`src/rtl/display_scan_ctrl_if.sv`:
```
// Load channel of the display scan controller: the producer offers a 16-bit
// word of four digit codes and the controller acknowledges each capture.
interface display_scan_ctrl_if;
  // Handshake: data is valid in every cycle where ld=1 and is captured on that
  // rising edge. ld_ack is high in the cycle after each capture. Capture is
  // unconditional, so holding ld high recaptures every cycle and ld_ack stays high.
  logic        ld;
  logic [15:0] data;
  logic        ld_ack;

  modport master (output ld, output data, input ld_ack);
  modport slave  (input ld, input data, output ld_ack);
endinterface

```
`src/rtl/display_scan_ctrl.sv`:
```
// Four-digit seven-segment scan scheduler with frame-synchronous word updates.
// Optional per-slot anode blanking is enabled by defining SCAN_BLANKING_EN.
module display_scan_ctrl #(
  parameter int PRESCALE     = 16,
  parameter int BLANK_CYCLES = 2
) (
  input  logic                       clk,
  input  logic                       rst_n,
  display_scan_ctrl_if.slave         ld_bus,
  input  logic [3:0]                 dig_en,
  output logic [3:0]                 code,
  output logic [1:0]                 dig_sel,
  output logic [3:0]                 an,
  output logic                       frame_done,
  output logic                       state_dbg
);

  typedef enum logic {
    BLANK = 1'b0,
    SHOW  = 1'b1
  } scan_state_e;

  localparam logic [15:0] SLOT_LAST  = 16'(PRESCALE - 1);
  localparam logic [15:0] BLANK_LAST = 16'(BLANK_CYCLES - 1);

  // Without blanking every slot opens directly in SHOW and BLANK is unreachable.
`ifdef SCAN_BLANKING_EN
  localparam scan_state_e SLOT_ENTRY = BLANK;
`else
  localparam scan_state_e SLOT_ENTRY = SHOW;
`endif

  scan_state_e state, state_nx;
  logic [15:0] cnt, cnt_nx;
  logic [1:0]  d, d_nx;
  logic [15:0] shadow, shadow_nx;
  logic [15:0] active, active_nx;
  logic        wrap;
  logic [3:0]  an_nx;
  logic [3:0]  code_nx;

  always_ff @(posedge clk or negedge rst_n) begin
    if (!rst_n) begin
      state <= SLOT_ENTRY;
      cnt   <= '0;
      d     <= '0;
    end else begin
      state <= state_nx;
      cnt   <= cnt_nx;
      d     <= d_nx;
    end
  end

  always_comb begin
    state_nx = state;
    cnt_nx   = cnt + 16'd1;
    d_nx     = d;
    wrap     = 1'b0;
    case (state)
      BLANK: begin
        if (cnt == BLANK_LAST) state_nx = SHOW;
      end
      SHOW: begin
        if (cnt == SLOT_LAST) begin
          cnt_nx   = '0;
          d_nx     = d + 2'd1;
          state_nx = SLOT_ENTRY;
          wrap     = (d == 2'd3);
        end
      end
      default: state_nx = SLOT_ENTRY;
    endcase
  end

  // A load on the wrap edge goes straight to the active word so the new frame
  // already shows it; otherwise the frame adopts whatever shadow holds.
  always_comb begin
    shadow_nx = ld_bus.ld ? ld_bus.data : shadow;
    active_nx = active;
    if (wrap) active_nx = ld_bus.ld ? ld_bus.data : shadow;
  end

  // Outputs are registered from the post-edge state so they line up with
  // the cycle they describe, with no input-to-output combinational path.
  always_comb begin
    an_nx = 4'b1111;
    if (state_nx == SHOW && dig_en[d_nx]) an_nx = ~(4'b0001 << d_nx);
    code_nx = active_nx[{d_nx, 2'b00} +: 4];
  end

  always_ff @(posedge clk or negedge rst_n) begin
    if (!rst_n) begin
      shadow        <= '0;
      active        <= '0;
      an            <= 4'b1111;
      code          <= '0;
      dig_sel       <= '0;
      ld_bus.ld_ack <= 1'b0;
      frame_done    <= 1'b0;
    end else begin
      shadow        <= shadow_nx;
      active        <= active_nx;
      an            <= an_nx;
      code          <= code_nx;
      dig_sel       <= d_nx;
      ld_bus.ld_ack <= ld_bus.ld;
      frame_done    <= wrap;
    end
  end

  assign state_dbg = state;

endmodule

```
`src/flat_wrapper.sv`:
```
// flat-port wrapper written by rule: the top's interface ports become plain ports
module display_scan_ctrl_flat 
#(
  parameter int PRESCALE     = 16,
  parameter int BLANK_CYCLES = 2
)
  (clk, rst_n, dig_en, code, dig_sel, an, frame_done, state_dbg, ld_bus_ld, ld_bus_data, ld_bus_ld_ack);
  display_scan_ctrl_if ld_bus_i ();
  input  logic clk;
  input  logic rst_n;
  input  logic [3:0] dig_en;
  output logic [3:0] code;
  output logic [1:0] dig_sel;
  output logic [3:0] an;
  output logic frame_done;
  output logic state_dbg;
  input wire logic [$bits(ld_bus_i.ld)-1:0] ld_bus_ld;
  input wire logic [$bits(ld_bus_i.data)-1:0] ld_bus_data;
  output wire logic [$bits(ld_bus_i.ld_ack)-1:0] ld_bus_ld_ack;
  assign ld_bus_i.ld = ld_bus_ld;
  assign ld_bus_i.data = ld_bus_data;
  assign ld_bus_ld_ack = ld_bus_i.ld_ack;
  display_scan_ctrl #(.PRESCALE(PRESCALE), .BLANK_CYCLES(BLANK_CYCLES)) u_core (.clk(clk), .rst_n(rst_n), .ld_bus(ld_bus_i), .dig_en(dig_en), .code(code), .dig_sel(dig_sel), .an(an), .frame_done(frame_done), .state_dbg(state_dbg));
endmodule
```
`config.mk`:
```
export PLATFORM = sky130hd
export DESIGN_NAME = display_scan_ctrl_flat
export DESIGN_NICKNAME = d
export VERILOG_FILES = /design/src/rtl/display_scan_ctrl_if.sv /design/src/rtl/display_scan_ctrl.sv /design/src/flat_wrapper.sv
export SDC_FILE = /design/constraint.sdc
export NUM_CORES = 1
export LEC_CHECK = 0
export CAP_MARGIN = 20
export CORE_MARGIN = 2
export CORE_UTILIZATION = 30
export CTS_BUF_LIST = sky130_fd_sc_hd__clkbuf_16
export CTS_CLUSTER_DIAMETER = 50
export DETAILED_ROUTE_END_ITERATION = 10
export GPL_ROUTABILITY_DRIVEN = 0
export PLACE_DENSITY_LB_ADDON = 0.08
export SYNTH_ARGS = -nofsm -noshare
export SYNTH_HDL_FRONTEND = slang
export SYNTH_SLANG_ARGS = --single-unit
export TNS_END_PERCENT = 100
```
`constraint.sdc`:
```
create_clock -name clk -period 2.55 [get_ports clk]
set_input_delay 0.765 -clock clk [delete_from_list [all_inputs] [get_ports clk]]
set_output_delay 0.765 -clock clk [all_outputs]
set_load 0.01 [all_outputs]
```
**Word level (Yosys, flattened, before mapping)**

Cells that the tools add are included.

- Register bits: 61
- Bits of input ports: 23
- Logic and storage cells: 33

- Add/subtract/negate cells: 2
- $lt $le $gt $ge: 1
- Equal/unequal tests: 3
- Shifts and indexed selects: 2
- Mux-type cells: 13
- Bitwise operators: 2
- Reduce and logical (&&, ||, !) cells: 1

Operator list:

| cell | number |
|---|---|
| 16-bit 2-to-1 mux | 4 |
| 16-bit by 1-bit adder with 16-bit output, second input constant | 1 |
| 16-bit by 1-bit equality test with 1-bit output, second input constant | 1 |
| 16-bit by 4-bit equality test with 1-bit output, second input constant | 1 |
| 16-bit by 5-bit variable part select with 4-bit output | 1 |
| 1-bit 2-to-1 mux | 4 |
| 2-bit 2-to-1 mux | 2 |
| 4-bit 2-to-1 mux | 1 |
| 4-bit NOT | 1 |
| 1-bit by 2-bit << shifter with 4-bit output, first input constant | 1 |
| 2-bit by 3-bit < comparator with 1-bit output, second input constant | 1 |
| 2-bit by 1-bit adder with 2-bit output, second input constant | 1 |
| 1-bit binary-select mux with 2-bit select | 1 |
| 2-bit equality test, second input constant | 1 |
| 1-bit case mux with 2 select lines | 1 |
| 1-bit logical AND | 1 |
| 1-bit NOT | 1 |

**Longest topological paths before layout**

- Depth after elaboration: 7
- Gate-level depth with buffers: 8
- Gate-level depth less buffers: 7

**Least setup slack after synthesis**

Ideal clock, no wire load.

- Path kind: register to register
- From: register u_core.cnt[12]
- To: register u_core.code[1]
- Library setup time: 0.125 ns
- Arrival time: 2.573 ns
- Required time: 2.425 ns
- Slack: -0.148 ns
- Cell stages (with the launch flop): 7
- Buffers on the path: 0
- Clock period less this slack: 2.698 ns
- Cell sequence: dfrtp_1 or4_4 nor4_4 xnor2_1 inv_2 mux4_2 mux2_2

- Elaborated cells between the ends (all ways): 7
- Those cells by class: eq/ne (1); shift (1); mux (5)

RTL lines:

| item | RTL line | RTL |
|---|---|---|
| start: declaration | display_scan_ctrl.sv:34 | `logic [15:0] cnt, cnt_nx;` |
| start signal: assignment | display_scan_ctrl.sv:49 | `cnt <= cnt_nx;` |
| 16-bit by 4-bit equality test with 1-bit output | display_scan_ctrl.sv:64 | `if (cnt == SLOT_LAST) begin` |
| 2-bit 2-to-1 mux | display_scan_ctrl.sv:64 |  |
| 2-bit 2-to-1 mux | display_scan_ctrl.sv:59 | `case (state)` |
| net u_core.d_nx[0] | display_scan_ctrl.sv:35 | `logic [1:0] d, d_nx;` |
| 16-bit by 5-bit variable part select with 4-bit output | display_scan_ctrl.sv:88 | `code_nx = active_nx[{d_nx, 2'b00} +: 4];` |
| net u_core.code_nx[1] | display_scan_ctrl.sv:40 | `logic [3:0] code_nx;` |
| end signal: assignment | display_scan_ctrl.sv:104 | `code <= code_nx;` |
| end: declaration | display_scan_ctrl.sv:11 | `output logic [3:0] code,` |

The timed path passes the listed nets, and every way through them passes these cells.

**Worst setup path in the final report**

- From: register u_core.cnt[8]
- To: register u_core.code[1]

Same word-level chain as after synthesis.

==> flow_metrics.tcl <==
set metrics [dict create \
    status "finished, violations left" \
    violations "setup timing" \
    seqPwrFrac 0.421 \
    dpl.hpwl_um 3841 \
    slew_headroom 0.7744 \
    synth_xor_area_frac 0.05119 \
    fillers 800 \
    leakage_nw 1.696 \
    die_area_um2 9310 \
    dp.cells 358 \
    syn_inst 192 \
    clock_latency_ns 0.32 \
    portBuffers 35 \
    yosys.area_share.simple 0.1048 \
    ios 36 \
    powerDensity_nw_per_um2 654.7 \
    gr-usage-all-layers 0.1355 \
    rows 33 \
    syn_avg_cell_area_um2 13.37 \
    min_period_ns 2.569 \
    drcViolationCount 0 \
    area_delta_synth_final_pct 41.69 \
    grt.overflow.total 0 \
    cts_buffers 9 \
    p_clk_frac 0.528 \
    core_area_um2 8258 \
    insertedDiodeCount 0 \
    avgRoutedWirePerCell_um 14.82 \
    start_util 0.3108 \
    ir_worst_vdd_mv 0.3183 \
    netSwitchingFraction 0.1997 \
    place_area_um2 3282 \
    wl_um 5601 \
    slew_violations 0 \
    grt_pass1_vias 1824 \
    crit_required_ns 2.76 \
    cts_tree "built" \
    htreeDepth 3 \
    crit_arrival_ns 2.78 \
    syn-num-nets 218 \
    seq_area_frac_synth 0.5973 \
    p_comb_frac 0.051 \
    p_int_w 0.001905 \
    final_cells 378 \
    timing.critical_path.fanout_max 4 \
    final_layout_size_suffix_gt1_frac 0.3187 \
    grt_max_degree 62 \
    max_freq_ghz 0.3893 \
    design_area_um2 3636 \
    cap_violations 0 \
    viasPerCell 4.717 \
    die_h_um 96.49 \
    hold-worst-slack_ns 0.4513 \
    synth_top_family_by_area "multiplexers" \
    setup_ws_ns -0.01864 \
    grt_antenna_before_repair 0 \
    worstSetupPathType "register to register" \
    clk_pin_slew_worst_paths_ns 0.05 \
    fin_nets 294 \
    clock_path_buffers 2 \
    num_vias 1783 \
    setup.worst_path.end_class "register" \
    setup_viol 2 \
    hold_class "input port to async pin" \
    tightest_slew_ns 0.3359 \
    yosys_warnings 0 \
    drt_first_pass_iters 4 \
    grt_setup_unrepaired "true" \
    netlist_area_um2 2566 \
    synth_cell_types 28 \
    startpoint_type "register" \
    synth_fa_ha_area_frac 0.01463 \
    skew_ns 0.003839 \
    synth.area.mux_share 0.1492 \
    ctsHoldBuffers 0 \
    power.total_w 0.002381 \
    p_sw_w 0.0004754 \
    final.period_utilization 1.007 \
    cts_root_buffer "clkbuf_16" \
    drt-initial-drc-count 52 \
    antenna_left 0 \
    die_x_um 96.49 \
    cts_sinks 61 \
    grt_pass1_wl_um 9259 \
    ys_seq_elements 61 \
    hold_viol_final 0 \
    dp_slack_ns -0.1044 \
    synth_compound_area_frac 0.05412 \
]
-- cells in the mapped netlist --
cell type / number / area share
and2_1: 1 / 0.0024
and3_1: 4 / 0.0097
and4_1: 1 / 0.0034
buf_1: 1 / 0.0015
buf_2: 2 / 0.0039
clkbuf_1: 4 / 0.0058
clkinv_1: 1 / 0.0015
dfrtp_1: 56 / 0.55
dfstp_2: 5 / 0.051
ha_1: 3 / 0.015
inv_1: 10 / 0.015
inv_2: 1 / 0.0015
mux2_2: 18 / 0.079
mux2i_1: 9 / 0.035
mux4_2: 4 / 0.035
nand2_1: 6 / 0.0088
nand3_1: 14 / 0.027
nand4_1: 9 / 0.022
nor2_1: 6 / 0.0088
nor2b_1: 1 / 0.0024
nor4_4: 1 / 0.0083
o2111ai_1: 8 / 0.027
o21a_1: 8 / 0.023
o41ai_1: 1 / 0.0034
or4_1: 1 / 0.0029
or4_4: 2 / 0.0088
xnor2_1: 11 / 0.038
xor2_1: 4 / 0.014
-- critical path, cell delays in order, from the launching register on --
cell     delay, ns
dfrtp_1       0.40
or4_4         0.55
nor4_4        0.40
xnor2_2       0.15
inv_2         0.15
mux4_2        0.52
mux2_2        0.27
-- through the flow --
stage | TNS (ns) | utilization
final | -0.02611 | 0.4403
after global routing | -0.2400 | 0.4403
after CTS | -0.06903 | 0.4359
after detailed placement | -0.1796 | 0.3974
after global placement | -0.1329 | 0.3974
after floorplan | -0.1547 | -
-- layout make-up --
cell class                      count  area (um2)  area share
Clock buffer                        9       225.2     0.06194
Tap cell                          105       131.4     0.03613
Inverter                           12       45.04     0.01239
Timing Repair Buffer               72       643.1      0.1769
Clock inverter                      7       81.33     0.02237
Multi-Input combinational cell    112       977.2      0.2688
Sequential cell                    61        1533      0.4215
-- final timing paths --
| check | startpoint | endpoint | slack (ns) | depth (start not counted) |
|---|---|---|---|---|
| min in group clk | u_core.cnt[15] | u_core.cnt[15] | 0.48 | 1 |
| max in group asynchronous | rst_n | u_core.an[3] | 1.80 | 2 |
| worst max-delay path | u_core.cnt[8] | u_core.code[1] | -0.02 | 6 |
| worst min register to register | u_core.cnt[15] | u_core.cnt[15] | 0.48 | 1 |
| worst max register to register | u_core.cnt[8] | u_core.code[1] | -0.02 | 6 |
| worst min-delay path | rst_n | u_core.cnt[2] | 0.45 | 2 |
-- registers in the layout, summed over array words and instances (netlist names) --
register,count
u_core.active,16
u_core.state_dbg,1
u_core.code,4
u_core.ld_bus.ld_ack,1
u_core.frame_done,1
u_core.an,4
u_core.cnt,16
u_core.shadow,16
u_core.d,2
-- power groups by stage --
stage          clock (W)  sequential (W)  combinational (W)
2_1_floorplan          0         0.00102          0.0000404
3_3_place_gp           0         0.00102           0.000123
3_5_place_dp           0         0.00102           0.000125
4_1_cts          0.00128         0.00100           0.000125
5_1_grt          0.00133         0.00101           0.000136
6_report         0.00126         0.00100           0.000121
-- placed cells by master, fill, tap and decap left out, drive strengths merged --
cell type      instances
nand2                  6
dfrtp                 56
xnor2                 11
ha                     3
mux2                  18
dfstp                  5
o2111ai                8
xor2                   4
buf                   38
and4                   1
clkdlybuf4s50         34
and3                   4
or4                    3
and2                   1
nand4                  9
nand3                 14
bufinv                 2
mux2i                  9
clkinv                 4
o41ai                  1
mux4                   4
clkbuf                 9
nor2b                  1
inv                   13
nor4                   1
o21a                   8
nor2                   6
-- logic make-up after synthesis --
| kind of cell | after synthesis |
|---|---|
| buf+inv | 19 |
| fa+ha+maj | 3 |
| flops | 61 |
| mux | 31 |
| xor+xnor | 15 |
| simple gates | 46 |
| compound gates | 17 |
-- per-layer routing --
layer | global-route usage | part of all wire | wire (um) | up-vias
met5 | 0 | 0 | 0 | -
met4 | 0.05869 | 0.012 | 66 | 0
met3 | 0.04189 | 0.050 | 282 | 7
met2 | 0.1910 | 0.44 | 2490 | 42
met1 | 0.1916 | 0.49 | 2761 | 884
li1 | - | - | - | 850
-- timing repair --
action | 4_1_cts | 5_1_grt
endpoints found under the hold margin | 0 | 0
setup endpoints to repair | 2 | 5
buffers inserted | 1 | 3
pin swaps | 1 | 3
resized for setup | 1 | 5
Power figures use the tool's default switching activity.
